File: config.mk
export PLATFORM = sky130hd
export DESIGN_NAME = temp_threshold_filter_flat
export DESIGN_NICKNAME = d
export VERILOG_FILES = /design/src/rtl/temp_threshold_filter_if.sv /design/src/rtl/temp_threshold_filter.sv /design/src/flat_wrapper.sv
export SDC_FILE = /design/constraint.sdc
export NUM_CORES = 1
export LEC_CHECK = 0
export BUFFER_PORTS_ARGS = -buffer_cell sky130_fd_sc_hd__buf_2
export CAP_MARGIN = 20
export CORE_MARGIN = 4
export CORE_UTILIZATION = 35
export DETAILED_ROUTE_END_ITERATION = 6
export PLACE_DENSITY = 0.58
export SKIP_CTS_REPAIR_TIMING = 1
export SLEW_MARGIN = 20
export SYNTH_ARGS = -nofsm -noshare
export SYNTH_HDL_FRONTEND = slang
export SYNTH_SLANG_ARGS = --single-unit
export TNS_END_PERCENT = 20
File: constraint.sdc
create_clock -name clk -period 3.5 [get_ports clk]
set_clock_uncertainty 0.2 [all_clocks]
set_input_delay 0.35 -clock clk [delete_from_list [all_inputs] [get_ports clk]]
set_output_delay 0.35 -clock clk [all_outputs]
set_load 0.01 [all_outputs]
File: src/rtl/temp_threshold_filter_if.sv
`default_nettype none
// ============================================================================
// Module      : temp_threshold_filter_if
// Description : Sample/flag bundle between the temperature sensors, the
//               threshold filter and the downstream temperature FSM.
// Revision    : 1.0 - initial release
// ============================================================================
interface temp_threshold_filter_if;
    logic [7:0] amb_temp;
    logic       amb_valid;
    logic [7:0] corp_temp;
    logic       corp_valid;
    logic       t_25;
    logic       t_27;
    logic       t_30;
    logic       t_corp;
    logic       amb_err;
    logic       corp_err;

    // Sample source side: drives samples, observes flags
    modport master (
        output amb_temp, amb_valid, corp_temp, corp_valid,
        input  t_25, t_27, t_30, t_corp, amb_err, corp_err
    );

    // Filter side: consumes samples, produces flags
    modport slave (
        input  amb_temp, amb_valid, corp_temp, corp_valid,
        output t_25, t_27, t_30, t_corp, amb_err, corp_err
    );
endinterface
`default_nettype wire

File: src/rtl/temp_threshold_filter.sv
`default_nettype none
// ============================================================================
// Module      : temp_threshold_filter
// Description : Debounced, hysteretic level flags for ambient and body
//               temperature samples, with a per-channel sample watchdog.
// Revision    : 1.0 - initial release
// ============================================================================
module temp_threshold_filter #(
    parameter logic [7:0]  TH_25   = 8'd25,
    parameter logic [7:0]  TH_27   = 8'd27,
    parameter logic [7:0]  TH_30   = 8'd30,
    parameter logic [7:0]  TH_CORP = 8'd38,
    parameter logic [7:0]  HYST    = 8'd1,
    parameter int          NCONF   = 4,
    parameter logic [26:0] TIMEOUT = 27'd100_000_000
) (
    input wire logic                   clk,
    input wire logic                   reset,
    temp_threshold_filter_if.slave     bus
);

    localparam logic [0:0] c_st_off = 1'b0;
    localparam logic [0:0] c_st_on  = 1'b1;
    localparam logic [3:0] c_last   = 4'(NCONF - 1);

    // Channel 0 = ambient, channel 1 = body
    logic [1:0] w_ch_valid;
    logic [1:0] w_ch_expire;
    logic [1:0] w_ch_err;
    logic [3:0] w_flag;

    assign w_ch_valid = {bus.corp_valid, bus.amb_valid};

    for (genvar c = 0; c < 2; c++) begin : g_wd
        logic [26:0] r_wd;
        logic [26:0] w_wd_next;
        logic        r_err;

        // Saturating idle count; expiry holds while the channel stays silent
        assign w_wd_next      = (r_wd == TIMEOUT) ? TIMEOUT : r_wd + 27'd1;
        assign w_ch_expire[c] = !w_ch_valid[c] && (w_wd_next == TIMEOUT);
        assign w_ch_err[c]    = r_err;

        // Watchdog counter and sticky error, cleared by any valid sample
        always_ff @(posedge clk) begin
            if (!reset) begin
                r_wd  <= '0;
                r_err <= 1'b0;
            end else if (w_ch_valid[c]) begin
                r_wd  <= '0;
                r_err <= 1'b0;
            end else begin
                r_wd <= w_wd_next;
                if (w_ch_expire[c]) begin
                    r_err <= 1'b1;
                end
            end
        end
    end

    for (genvar g = 0; g < 4; g++) begin : g_flag
        localparam logic [7:0] c_th  = (g == 0) ? TH_25 :
                                       (g == 1) ? TH_27 :
                                       (g == 2) ? TH_30 : TH_CORP;
        // Release level; HYST <= threshold so this never wraps
        localparam logic [7:0] c_rel = c_th - HYST;
        localparam int         c_ch  = (g == 3) ? 1 : 0;

        logic [7:0] w_temp;
        logic       w_qual;
        logic [0:0] r_state;
        logic [0:0] w_state_next;
        logic [3:0] r_cnt;
        logic [3:0] w_cnt_next;

        assign w_temp = (c_ch == 1) ? bus.corp_temp : bus.amb_temp;
        // Qualifying sample: rising above threshold when OFF, below release when ON
        assign w_qual = (r_state == c_st_on) ? (w_temp < c_rel) : (w_temp >= c_th);

        // Next state/confirm count: watchdog expiry overrides sample processing
        always_comb begin
            w_state_next = r_state;
            w_cnt_next   = r_cnt;
            if (w_ch_expire[c_ch]) begin
                w_state_next = c_st_off;
                w_cnt_next   = '0;
            end else if (w_ch_valid[c_ch]) begin
                if (!w_qual) begin
                    w_cnt_next = '0;
                end else if (r_cnt == c_last) begin
                    w_state_next = ~r_state;
                    w_cnt_next   = '0;
                end else begin
                    w_cnt_next = r_cnt + 4'd1;
                end
            end
        end

        // Flag state and confirm counter registers
        always_ff @(posedge clk) begin
            if (!reset) begin
                r_state <= c_st_off;
                r_cnt   <= '0;
            end else begin
                r_state <= w_state_next;
                r_cnt   <= w_cnt_next;
            end
        end

        assign w_flag[g] = (r_state == c_st_on);
    end

    assign bus.t_25     = w_flag[0];
    assign bus.t_27     = w_flag[1];
    assign bus.t_30     = w_flag[2];
    assign bus.t_corp   = w_flag[3];
    assign bus.amb_err  = w_ch_err[0];
    assign bus.corp_err = w_ch_err[1];

endmodule
`default_nettype wire

File: src/flat_wrapper.sv
// flat-port wrapper written by rule: the top's interface ports become plain ports
module temp_threshold_filter_flat 
#(
    parameter logic [7:0]  TH_25   = 8'd25,
    parameter logic [7:0]  TH_27   = 8'd27,
    parameter logic [7:0]  TH_30   = 8'd30,
    parameter logic [7:0]  TH_CORP = 8'd38,
    parameter logic [7:0]  HYST    = 8'd1,
    parameter int          NCONF   = 4,
    parameter logic [26:0] TIMEOUT = 27'd100_000_000
)
  (clk, reset, bus_amb_temp, bus_amb_valid, bus_corp_temp, bus_corp_valid, bus_t_25, bus_t_27, bus_t_30, bus_t_corp, bus_amb_err, bus_corp_err);
  temp_threshold_filter_if bus_i ();
  input wire logic clk;
  input wire logic reset;
  input wire logic [$bits(bus_i.amb_temp)-1:0] bus_amb_temp;
  input wire logic [$bits(bus_i.amb_valid)-1:0] bus_amb_valid;
  input wire logic [$bits(bus_i.corp_temp)-1:0] bus_corp_temp;
  input wire logic [$bits(bus_i.corp_valid)-1:0] bus_corp_valid;
  output wire logic [$bits(bus_i.t_25)-1:0] bus_t_25;
  output wire logic [$bits(bus_i.t_27)-1:0] bus_t_27;
  output wire logic [$bits(bus_i.t_30)-1:0] bus_t_30;
  output wire logic [$bits(bus_i.t_corp)-1:0] bus_t_corp;
  output wire logic [$bits(bus_i.amb_err)-1:0] bus_amb_err;
  output wire logic [$bits(bus_i.corp_err)-1:0] bus_corp_err;
  assign bus_i.amb_temp = bus_amb_temp;
  assign bus_i.amb_valid = bus_amb_valid;
  assign bus_i.corp_temp = bus_corp_temp;
  assign bus_i.corp_valid = bus_corp_valid;
  assign bus_t_25 = bus_i.t_25;
  assign bus_t_27 = bus_i.t_27;
  assign bus_t_30 = bus_i.t_30;
  assign bus_t_corp = bus_i.t_corp;
  assign bus_amb_err = bus_i.amb_err;
  assign bus_corp_err = bus_i.corp_err;
  temp_threshold_filter #(.TH_25(TH_25), .TH_27(TH_27), .TH_30(TH_30), .TH_CORP(TH_CORP), .HYST(HYST), .NCONF(NCONF), .TIMEOUT(TIMEOUT)) u_core (.clk(clk), .reset(reset), .bus(bus_i));
endmodule
# Yosys cells after proc, flatten, opt, wreduce, memory -nomap -nowiden
# Index checks and enable logic that the tools add are counted.
# classes
n_addsub	6
n_lt_le_gt_ge	8
n_eq_ne	8
n_mux	14
bitwise_logic	5
reduce_logical	12
# op_table
operator	n
== test 27 bit (second input constant)	4
adder 27 x 1 -> 27 bit (second input constant)	2
two-way mux 27 bit	2
two-way mux 4 bit	8
greater-or-equal comparator 8 x 5 -> 1 bit (second input constant)	3
< comparator 8 x 5 -> 1 bit (second input constant)	3
adder 4 x 1 -> 4 bit (second input constant)	4
== test 4 x 2 -> 1 bit (second input constant)	4
AND reduction 3 bit	4
greater-or-equal comparator 8 x 6 -> 1 bit (second input constant)	1
< comparator 8 x 6 -> 1 bit (second input constant)	1
OR reduction 2 bit	4
NOT 1 bit	5
two-way mux 1 bit	4
logical AND 1 bit	2
logical NOT 1 bit	2
# totals
regBits	76
in_bits	20
wordCells	65

# Logic depth before layout (Yosys ltp)
# Gate-level depths: netlist (run 1).
# depth
depth_word	5
depth_mapped	10

# Least setup slack after synthesis (run 1)
# Ideal clock, no wire load.
# synth_timing
path_type	register to register
start	register u_core.g_wd[0].r_wd[0]
end	register u_core.g_flag[0].r_cnt[1]
setup_ns	0.117
arrival_time_ns	2.713
required_time_ns	3.183
slack_ns	0.470
stages_incl_launch_ff	11
path_buffers	2
period_less_slack_ns	3.030
path_cell_list	dfxtp_1 > ha_1 > clkbuf_1 > nand4_1 > nor4_4 > nand3_1 > xor2_1 > a2111o_1 > o41ai_4 > buf_6 > nor2_2
# synth_via
elab_chain_len	5
word_cells_on_any_way	6
cone_classes	add/sub (1); eq/ne (2); mux (1); reduce/logical (2)
# synth_rtl
element	line	rtl
start: declaration	temp_threshold_filter.sv:35	logic [26:0] r_wd;
start signal: assignment	temp_threshold_filter.sv:53	r_wd <= w_wd_next;
adder 27 x 1 -> 27 bit / == test 27 bit (equally long branches)	temp_threshold_filter.sv:40	assign w_wd_next = (r_wd == TIMEOUT) ? TIMEOUT : r_wd + 27'd1;
two-way mux 27 bit (*)	temp_threshold_filter.sv:40	
== test 27 bit (*)	temp_threshold_filter.sv:41	assign w_ch_expire[c] = !w_ch_valid[c] && (w_wd_next == TIMEOUT);
logical AND 1 bit (*)	temp_threshold_filter.sv:41	
OR reduction 2 bit (no source line) (*)	-	
end signal: assignment	temp_threshold_filter.sv:106	r_cnt <= w_cnt_next;
end: declaration	temp_threshold_filter.sv:73	logic [3:0] r_cnt;
# Every way passes the cells marked *; elsewhere a longest branch is shown, timed or not.
# A chain may end at the register's enable or synchronous reset.

# Worst setup path after layout (run 1)
# layout_timing
start	register u_core.g_wd[0].r_wd[0]
end	register u_core.g_flag[0].r_state (netlist: u_core.bus.t_25)
# layout_via
elab_chain_len	5
word_cells_on_any_way	6
cone_classes	add/sub (1); eq/ne (2); mux (1); reduce/logical (2)
# layout_rtl
element	line	rtl
adder 27 x 1 -> 27 bit / == test 27 bit (equally long branches)	temp_threshold_filter.sv:40	
two-way mux 27 bit (*)	temp_threshold_filter.sv:40	
== test 27 bit (*)	temp_threshold_filter.sv:41	
logical AND 1 bit (*)	temp_threshold_filter.sv:41	
OR reduction 2 bit (no source line) (*)	-	
end signal: assignment	temp_threshold_filter.sv:102	r_state <= c_st_off;
end signal: assignment	temp_threshold_filter.sv:105	r_state <= w_state_next;
end: declaration	temp_threshold_filter.sv:71	logic [0:0] r_state;
# Marks and branches as above.

==> reports/qor_table.md, run 1 <==
| Result | Value |
|:---|:---|
| Dpl cells | 665 |
| Last element of the critical path | u_core.bus.t_25 |
| Violation count after the first detailed-routing iteration | 194 |
| Maximum number of pins on one net before global-route repair | 24 |
| Dpl cell area | 4453 um^2 |
| Number of flops mapped to enable cells by yosys | 0 |
| Worst stage delay on the critical path | 0.44 ns |
| Overflow after GRT | 0 |
| Max-Cap Viols | 0 |
| Headroom to the max-slew limit | 41.38% |
| Max Fclk | 311.8 MHz |
| Total stage count of the critical path | 9 |
| Post-Synthesis Cell Area | 4230 um^2 |
| Most instantiated library cell after synthesis | dfxtp_1 |
| Share of post-route cells with drive strength above 1 | 13.04% |
| Reg2Reg Launch Point | u_core.g_wd[0].r_wd[0] |
| Clock latency reported for the late side of the worst-skew pair | 0.34 ns |
| Leading cell types by count after synthesis | dfxtp_1, nor2_1, nand3_1 |
| Final hold viol count | 0 |
| Final non-filler cell area | 4745 um^2 |
| Via count of the first global-routing pass | 3380 |
| Effective utilization at floorplan | 36.43% |
| Aggregate routed wire length | 9.091 mm |
| Number of buffers added by the clock tree synthesis step | 9 |
| Fin util | 40.85% |
| Transition at the pin with the smallest max-transition slack | 0.8793 ns |
| Type of element capturing the critical path | register |
| Core region area | 11610 um^2 |
| Status | finished, final reports clean |
| Die X | 117.9 um |
| Worst Path Class, Setup | reg -> reg |
| Path depth of the worst reg2reg path | 9 |
| Number of nets with antenna violations after detailed routing | 0 |
| Post-route DRC violation count | 0 |
| Worst Path Required | 3.53 ns |
| Critical path buffers and inverters | 1 |
| Total die area | 13910 um^2 |
| Proportion of synthesized flip-flops having asynchronous set or reset | 0% |
| Synth area leaders | dfxtp_1, nor2_1, xnor2_1, xor2_1, nand3_1 |
| CTS sink cnt | 76 |
| Maximum fanout along the worst path | 15 |
| Antenna violations before repair | 0 |
| Row count | 39 |
| Htree depth | 3 |
| Pins Over Slew Limit | 0 |
| Number of failing setup endpoints in the final timing report | 0 |
| Cells along the critical path | ha_1 > nand4_1 > nor4_4 > nand3_1 > xor2_1 > a2111o_1 > o41ai_4 > buf_4 > nor2_1 |
| Fin crit period | 3.207 ns |
| Number of top-level pins | 26 |
| Arrival time worst endpoint | 3.23 ns |
| Final period utilization | 91.63% |
| Count of mapped cells out of synthesis | 517 |
| Total of warnings raised by yosys | 0 |
| Launch point of the critical path | u_core.g_wd[0].r_wd[0] |
| Leakage power summed over all cells | 0.001670 uW |
| Clock input transition at the sequential cells of the worst setup and hold paths | 0.06 ns |
| Post-Syn Nets | 545 |
| Most used flip-flop cell after synthesis | dfxtp_1 |
| Number of iterations in the first detailed-routing pass | 4 |
| Die height | 117.9 um |
| Hold crit path type | in -> reg |
| Wire length of the first global-routing pass | 15.57 mm |
| DP Worst Slack | 0.2950 ns |
| PortBufs | 25 |
| Total half-perimeter wirelength after legalization and detailed placement | 6.700 mm |
| Post-synthesis cell type with the largest combined area | dfxtp_1 |
| Family of cells with the greatest summed delay on the critical path | simple AND/OR/NAND/NOR gates |
| Average detailed-routed wire length per instance | 13.37 um |
| RSZ-0062 raised after global routing | false |
| TritonCTS clock tree | yes |
| Number of diodes added for antenna fixing | 0 |
| Worst supply voltage drop on vdd | 0.2716 mV |
| Final RePlAce weighted congestion | 0.8393 |
| Areal power density over the cells | 396.4 nW/um^2 |
| Layout overhead on the synthesized area | 12.16% |
| Accumulated negative setup slack | 0 ns |
| Synthesized area per cell | 8.182 um^2 |
| Cell at the slowest stage of the critical path | a2111o_1 |
| Average vias per placed instance | 5.332 |
| Worst reg-to-reg setup slack | 0.29 ns |
| Clk buf depth | 2 |
| Post-synthesis cell type count | 64 |
| Fillcell total | 1185 |
| Total routing usage reported by global routing | 13.35% |
| Final setup slack of the worst path | 0.2931 ns |
| Worst Setup Start Kind | register |
| Post-synthesis sequential element count | 76 |
| Fraction of synthesized cell area taken by the top area cell type | 35.97% |
| Reg-to-reg endpoint | u_core.bus.t_25 |
| Via count | 3626 |
| Number of standard cells in the final layout excluding fillers | 680 |
| Post-synthesis sequential area ratio | 35.97% |
| Number of nets in the layout | 561 |
| Root Buffer Master | clkbuf_16 |
power breakdown:
group | internal, uW | leakage (uW) | switching (uW)
Sequential | 875 | 0.000614 | 9.46
Clock | 563 | 0.000144 | 350
Combinational | 32.7 | 0.000912 | 50.4
Total | 1470 | 0.00167 | 410
final cells by class:
cell class	instances	area, um^2	area share [%]
repair buffers	31	170.2	3.586
well taps	143	178.9	3.771
multi-input cells	394	2504	52.77
clock inverters	5	52.55	1.108
inverters	21	78.83	1.661
clock buffers	10	239.0	5.037
flip-flops and latches	76	1521	32.07
per-layer routing:
| metal | vias to the layer above | track usage (%) | share of wire, % |
|---|---|---|---|
| met5 | - | 0 | 0 |
| met4 | 0 | 3.956 | 1.2 |
| met3 | 11 | 4.277 | 4.7 |
| met2 | 64 | 21.70 | 46 |
| met1 | 1700 | 16.90 | 48 |
| li1 | 1851 | - | - |
cell usage in the layout (no fill, tap or decap), types with 17 or more instances in the layout:
master,count
and3_1,19
buf_2,25
inv_1,21
dfxtp_1,76
a21oi_1,17
o21ai_0,19
xnor2_1,29
nor2_1,70
nand3_1,33
xor2_1,24
nand2_1,29
cell families (layout without fill, tap and decap cells):
kind of cell	after synthesis	after routing	synth area share (%)
fa+ha+maj	8	8	2.366
xor+xnor	53	53	10.97
mux	4	4	0.9465
compound gates	69	69	10.94
simple gates	260	260	33.95
flops	76	76	35.97
buf+inv	47	67	4.851
metrics by stage:
step	power [uW]	hold slack, ns
after detailed placement	987.3	0.2755
after global placement	985.1	0.2529
after CTS	1912	0.1714
final	1881	0.1830
after global routing	1965	0.1871
after floorplan	956.8	0.2374
worst reg2reg max path: stages, from the launching register on:
cell	delay (ns)
dfxtp_1	0.39
ha_1	0.35
nand4_1	0.29
nor4_4	0.39
nand3_1	0.16
xor2_1	0.18
a2111o_1	0.44
o41ai_4	0.35
buf_4	0.28
nor2_1	0.07
sequential cells by signal, summed over array words and instances, names as in the netlist:
register             count
u_core.g_flag.r_cnt     16
u_core.bus.t_27          1
u_core.bus.corp_err      1
u_core.bus.amb_err       1
u_core.bus.t_30          1
u_core.g_wd.r_wd        54
u_core.bus.t_corp        1
u_core.bus.t_25          1
worst min-delay path by stage:
stage	slack (ns)	depth (start not counted)	to	startpoint
2_1_floorplan	0.24	1	u_core.g_wd[0].r_wd[0]	u_core.g_wd[0].r_wd[0]
3_3_place_gp	0.25	1	u_core.g_wd[0].r_wd[0]	u_core.g_wd[0].r_wd[0]
3_5_place_dp	0.28	2	u_core.g_flag[0].r_cnt[3]	u_core.g_flag[0].r_cnt[3]
4_1_cts	0.17	2	u_core.g_flag[3].r_cnt[0]	reset
5_1_grt	0.19	2	u_core.g_flag[3].r_cnt[2]	reset
6_report	0.18	2	u_core.g_flag[3].r_cnt[2]	reset
No activity file was read; power rests on OpenSTA's default activity.
==> run 2, diff against run 1 <==
--- a/config.mk
+++ b/config.mk
@@ -10,6 +10,7 @@
 export CORE_MARGIN = 4
 export CORE_UTILIZATION = 35
 export DETAILED_ROUTE_END_ITERATION = 6
+export MAX_ROUTING_LAYER = met4
 export PLACE_DENSITY = 0.58
 export SKIP_CTS_REPAIR_TIMING = 1
 export SLEW_MARGIN = 20
==> constraint.sdc (replaced) <==
create_clock -name clk -period 3.5 [get_ports clk]
set_clock_uncertainty 0.2 [all_clocks]
set_input_delay 0.35 -clock clk [delete_from_list [all_inputs] [get_ports clk]]
set_output_delay 0.35 -clock clk [all_outputs]
set_load 0.005 [all_outputs]
==> reports/qor_table.md, run 2 (synthesis gave the netlist of run 1 again) <==
| Result | Value |
|:---|:---|
| Layout overhead on the synthesized area | 12.16% |
| Total half-perimeter wirelength after legalization and detailed placement | 6.700 mm |
| Type of element capturing the critical path | register |
| Status | finished, final reports clean |
| Wire length of the first global-routing pass | 15.56 mm |
| Final RePlAce weighted congestion | 0.8523 |
| RSZ-0062 raised after global routing | false |
| PortBufs | 25 |
| Maximum number of pins on one net before global-route repair | 24 |
| Worst Setup Start Kind | register |
| Overflow after GRT | 0 |
| Total power draw | 1879 uW |
| Reg-to-reg endpoint | u_core.bus.t_25 |
| Max Fclk | 311.8 MHz |
| Arrival time worst endpoint | 3.23 ns |
| Via count of the first global-routing pass | 3380 |
| Headroom to the max-slew limit | 41.44% |
| Hold Path Sink | u_core.g_flag[3].r_cnt[2] |
| Average detailed-routed wire length per instance | 13.38 um |
| Commonest non-fill, non-tap cell in the layout | dfxtp_1 |
| Transition at the pin with the smallest max-transition slack | 0.8784 ns |
| Fillcell total | 1185 |
| Root Buffer Master | clkbuf_16 |
| Aggregate routed wire length | 9.100 mm |
| Number of nets in the layout | 561 |
| Final hold viol count | 0 |
| DP Worst Slack | 0.2950 ns |
| Effective utilization at floorplan | 36.43% |
| Worst supply voltage drop on vdd | 0.2708 mV |
| Max-Cap Viols | 0 |
| Post-route DRC violation count | 0 |
| Met2 usage in global routing | 21.74% |
| Via count | 3616 |
| Number of iterations in the first detailed-routing pass | 4 |
| Reg2Reg Launch Point | u_core.g_wd[0].r_wd[0] |
| Average vias per placed instance | 5.318 |
| Htree depth | 3 |
| Final setup slack of the worst path | 0.2924 ns |
| Total die area | 13910 um^2 |
| Row count | 39 |
| Total routing usage reported by global routing | 13.71% |
| TritonCTS clock tree | yes |
| Number of nets with antenna violations after detailed routing | 0 |
| Layer with the highest usage after global routing | met2 |
| Leakage power summed over all cells | 0.001670 uW |
| Max FFs per register | 54 |
| Leading cell types in the layout, fill and taps excluded | dfxtp_1, nor2_1, nand3_1 |
| Number of top-level pins | 26 |
| Die X | 117.9 um |
| Core region area | 11610 um^2 |
| Path depth of the worst reg2reg path | 9 |
| Final period utilization | 91.65% |
| Number of failing setup endpoints in the final timing report | 0 |
| Number of buffers added by the clock tree synthesis step | 9 |
| Maximum fanout along the worst path | 15 |
| Worst Path Required | 3.52 ns |
| Hold Path Stages | 2 |
| Biggest regs | u_core.g_wd.r_wd x54, u_core.g_flag.r_cnt x16 |
| Largest Register | u_core.g_wd.r_wd |
| Met3 track demand over resource | 4.181% |
| Pins Over Slew Limit | 0 |
| Global routing met1 resource utilization | 16.90% |
| Hold path startpoint | reset |
| Violation count after the first detailed-routing iteration | 174 |
| Hold crit path type | in -> reg |
| Number of diodes added for antenna fixing | 0 |
| Worst Path Class, Setup | reg -> reg |
| CTS sink cnt | 76 |
| Areal power density over the cells | 396.0 nW/um^2 |
| Die height | 117.9 um |
| Fin crit period | 3.208 ns |
| Clk buf depth | 2 |
| Clock latency reported for the late side of the worst-skew pair | 0.34 ns |
| Accumulated negative setup slack | 0 ns |
| Antenna violations before repair | 0 |
| Worst reg-to-reg setup slack | 0.29 ns |
| Clock input transition at the sequential cells of the worst setup and hold paths | 0.06 ns |
| Share of post-route cells with drive strength above 1 | 13.04% |
-- run 2: through the flow --
step                std cells  hold WS [ns]  instance area, um^2  utilization, %
global route              680        0.1871                 4745           40.85
detailed placement        665        0.2755                 4453           38.34
global placement          665        0.2529                 4453           38.34
floorplan                 517        0.2374                 4230               -
CTS                       680        0.1714                 4745           40.85
finish                    680        0.1889                 4745           40.85
-- run 2: cell type report --
class	count	area [um^2]	area share (%)
Clock inverter	5	52.55	1.108
Clock buffer	10	239.0	5.037
Inverter	21	78.83	1.661
Tap cell	143	178.9	3.771
Timing Repair Buffer	31	170.2	3.586
Multi-Input combinational cell	394	2504	52.77
Sequential cell	76	1521	32.07
-- run 2: worst max path at each step --
stage / from / to / slack, ns / cells after the start
global placement: u_core.g_wd[0].r_wd[0] / u_core.g_flag[1].r_cnt[3] / 0.42 / 9
finish: u_core.g_wd[0].r_wd[0] / u_core.bus.t_25 / 0.29 / 9
floorplan: u_core.g_wd[0].r_wd[0] / u_core.g_flag[0].r_cnt[1] / 0.47 / 10
CTS: u_core.g_wd[0].r_wd[0] / u_core.bus.t_27 / 0.29 / 9
detailed placement: u_core.g_wd[0].r_wd[0] / u_core.bus.t_25 / 0.30 / 9
global route: u_core.g_wd[1].r_wd[7] / u_core.g_flag[3].r_cnt[2] / 0.07 / 7
-- run 2: routing by layer --
metal	wire, um	share of wire (%)
met1	4392	48
met3	382	4.2
met2	4213	46
met5	0	0
met4	112	1.2
-- run 2: critical path, cell delays in order, from the launching register on --
cell	delay (ns)
dfxtp_1	0.39
ha_1	0.35
nand4_1	0.29
nor4_4	0.39
nand3_1	0.16
xor2_1	0.18
a2111o_1	0.44
o41ai_4	0.35
buf_4	0.28
nor2_1	0.07
-- run 2: where the power goes --
part / internal (uW) / leakage [uW] / total [uW] / switching, uW
sequential: 875 / 0.000614 / 884 / 9.47
combinational: 32.7 / 0.000912 / 82.9 / 50.2
clock: 563 / 0.000144 / 912 / 349
==> run 3, diff against run 2 <==
--- a/config.mk
+++ b/config.mk
@@ -10,6 +10,7 @@
 export CORE_MARGIN = 4
 export CORE_UTILIZATION = 35
 export DETAILED_ROUTE_END_ITERATION = 6
+export GPL_TIMING_DRIVEN = 0
 export MAX_ROUTING_LAYER = met4
 export PLACE_DENSITY = 0.58
 export SKIP_CTS_REPAIR_TIMING = 1
==> reports/qor_table.md, run 3 (synthesis gave the netlist of run 1 again) <==
| Result | Value |
|:---|:---|
| Max-Cap Viols | 0 |
| Final hold viol count | 0 |
| Accumulated negative setup slack | 0 ns |
| Fin crit period | 3.282 ns |
| Number of diodes added for antenna fixing | 0 |
| Headroom to the max-slew limit | 59.71% |
| Average detailed-routed wire length per instance | 12.97 um |
| Clock input transition at the sequential cells of the worst setup and hold paths | 0.06 ns |
| Wire length of the first global-routing pass | 15.81 mm |
| Routed met3 length | 288 um |
| Metal2 WL | 4.334 mm |
| Worst stage delay on the critical path | 0.39 ns |
| Aggregate routed wire length | 9.184 mm |
| Final RePlAce weighted congestion | 0.8510 |
| Cell at the slowest stage of the critical path | dfxtp_1 |
| Hold crit path type | in -> reg |
| Type of element capturing the critical path | register |
| Uppermost signal routing layer after detailed routing | met4 |
| Leakage power summed over all cells | 0.001754 uW |
| Cells along the critical path | ha_1 > clkbuf_1 > nand4_1 > nor4_4 > buf_4 > nand4_1 > xor2_1 > or2_2 > o41ai_4 > buf_4 > buf_6 > nor2_2 |
| Average vias per placed instance | 5.181 |
| Number of nets in the layout | 588 |
| WHS | 0.1877 ns |
| Clk buf depth | 2 |
| Layout overhead on the synthesized area | 15.32% |
| Violation count after the first detailed-routing iteration | 218 |
| Number of iterations in the first detailed-routing pass | 4 |
| Worst Path Class, Setup | reg -> reg |
| Maximum number of pins on one net before global-route repair | 13 |
| Hold Path Stages | 2 |
| Number of nets with antenna violations after detailed routing | 0 |
| Core region area | 11610 um^2 |
| Number of top-level pins | 26 |
| Effective utilization at floorplan | 36.43% |
| Via count | 3668 |
| TritonCTS clock tree | yes |
| Die X | 117.9 um |
| Via count of the first global-routing pass | 3466 |
| Worst supply voltage drop on vdd | 0.2105 mV |
| Clock latency reported for the late side of the worst-skew pair | 0.34 ns |
| Met1 routed wirelength after detailed routing | 4.443 mm |
| Max FFs per register | 54 |
| Worst Setup Start Kind | register |
| Leading cell types in the layout, fill and taps excluded | dfxtp_1, nor2_1, nand3_1 |
| PortBufs | 25 |
| Pins Over Slew Limit | 0 |
| Final period utilization | 93.78% |
| Critical path buffers and inverters | 4 |
| Total stage count of the critical path | 12 |
| Root Buffer Master | clkbuf_16 |
| Biggest regs | u_core.g_wd.r_wd x54, u_core.g_flag.r_cnt x16 |
| Die height | 117.9 um |
| Arrival time worst endpoint | 3.31 ns |
| Family of cells with the greatest summed delay on the critical path | simple AND/OR/NAND/NOR gates |
| Antenna violations before repair | 0 |
| Worst reg-to-reg setup slack | 0.22 ns |
| Share of post-route cells with drive strength above 1 | 15.04% |
| CTS sink cnt | 76 |
| Htree depth | 3 |
| Row count | 39 |
| Transition at the pin with the smallest max-transition slack | 0.5989 ns |
| Commonest non-fill, non-tap cell in the layout | dfxtp_1 |
| Number of buffers added by the clock tree synthesis step | 9 |
| Total half-perimeter wirelength after legalization and detailed placement | 6.791 mm |
| Areal power density over the cells | 384.8 nW/um^2 |
| Maximum fanout along the worst path | 10 |
| Total routing usage reported by global routing | 13.88% |
| Overflow after GRT | 0 |
| Largest Register | u_core.g_wd.r_wd |
| Path depth of the worst reg2reg path | 12 |
| Max Fclk | 304.7 MHz |
| Worst Path Required | 3.53 ns |
| Fillcell total | 1170 |
| Number of failing setup endpoints in the final timing report | 0 |
| Status | finished, final reports clean |
| Total die area | 13910 um^2 |
| Post-route DRC violation count | 0 |
-- run 3: cell count changes in the layout (fill, tap and decap cells not counted) --
cell      change
clkbuf_8      -1
buf_4         +2
buf_1         +1
clkbuf_1     +13
ha_1          -1
buf_2         +6
buf_6         +2
clkbuf_2      +5
ha_2          +1
-- run 3: worst register-to-register path: stages, from the launching register on --
cell and delay (ns):
dfxtp_1 0.39, ha_1 0.16, clkbuf_1 0.29, nand4_1 0.31, nor4_4 0.27, buf_4 0.19
nand4_1 0.11, xor2_1 0.17, or2_2 0.32, o41ai_4 0.35, buf_4 0.19, buf_6 0.17
nor2_2 0.05
-- run 3: path summary, 6_finish.rpt --
kind | start | to
setup / recovery | u_core.g_wd[0].r_wd[0] | u_core.g_flag[0].r_cnt[1]
setup reg to reg | u_core.g_wd[0].r_wd[0] | u_core.g_flag[0].r_cnt[1]
hold reg to reg | u_core.g_wd[0].r_wd[0] | u_core.g_wd[0].r_wd[0]
hold / removal | reset | u_core.g_flag[3].r_cnt[1]
-- run 3: routing by layer --
metal / track usage [%] / vias to the layer above
li1: - / 1907
met1: 16.77 / 1693
met2: 23.21 / 60
met3: 2.883 / 8
met4: 4.469 / 0
met5: - / -
-- run 3: where the power goes --
part / total [uW] / internal, uW / switching, uW
Sequential: 884 / 875 / 9.19
Clock: 905 / 548 / 357
Combinational: 87.6 / 35.6 / 52.0
-- run 3: final cells by class --
cell class / instances / area (um^2) / share of cell area (%)
Multi-Input combinational cell: 394 / 2506 / 51.37
Tap cell: 143 / 178.9 / 3.668
Buffer: 26 / 130.1 / 2.667
Inverter: 21 / 78.83 / 1.616
Sequential cell: 76 / 1521 / 31.19
Clock inverter: 5 / 52.55 / 1.077
Clock buffer: 11 / 232.7 / 4.770
Timing Repair Buffer: 32 / 177.7 / 3.642
-- run 3: through the flow --
| step | util [%] | std cells | power (uW) | worst slack [ns] | cell area, um^2 |
|---|---|---|---|---|---|
| after global routing | 42.01 | 708 | 1950 | -0.0002911 | 4878 |
| after CTS | 41.50 | 701 | 1899 | -0.05780 | 4820 |
| after global placement | 39.04 | 685 | 987.6 | -0.03927 | 4534 |
| after detailed placement | 39.04 | 685 | 990.1 | -0.04019 | 4534 |
| after floorplan | - | 517 | 956.6 | 0.4702 | 4230 |
| final | 42.01 | 708 | 1877 | 0.2176 | 4878 |
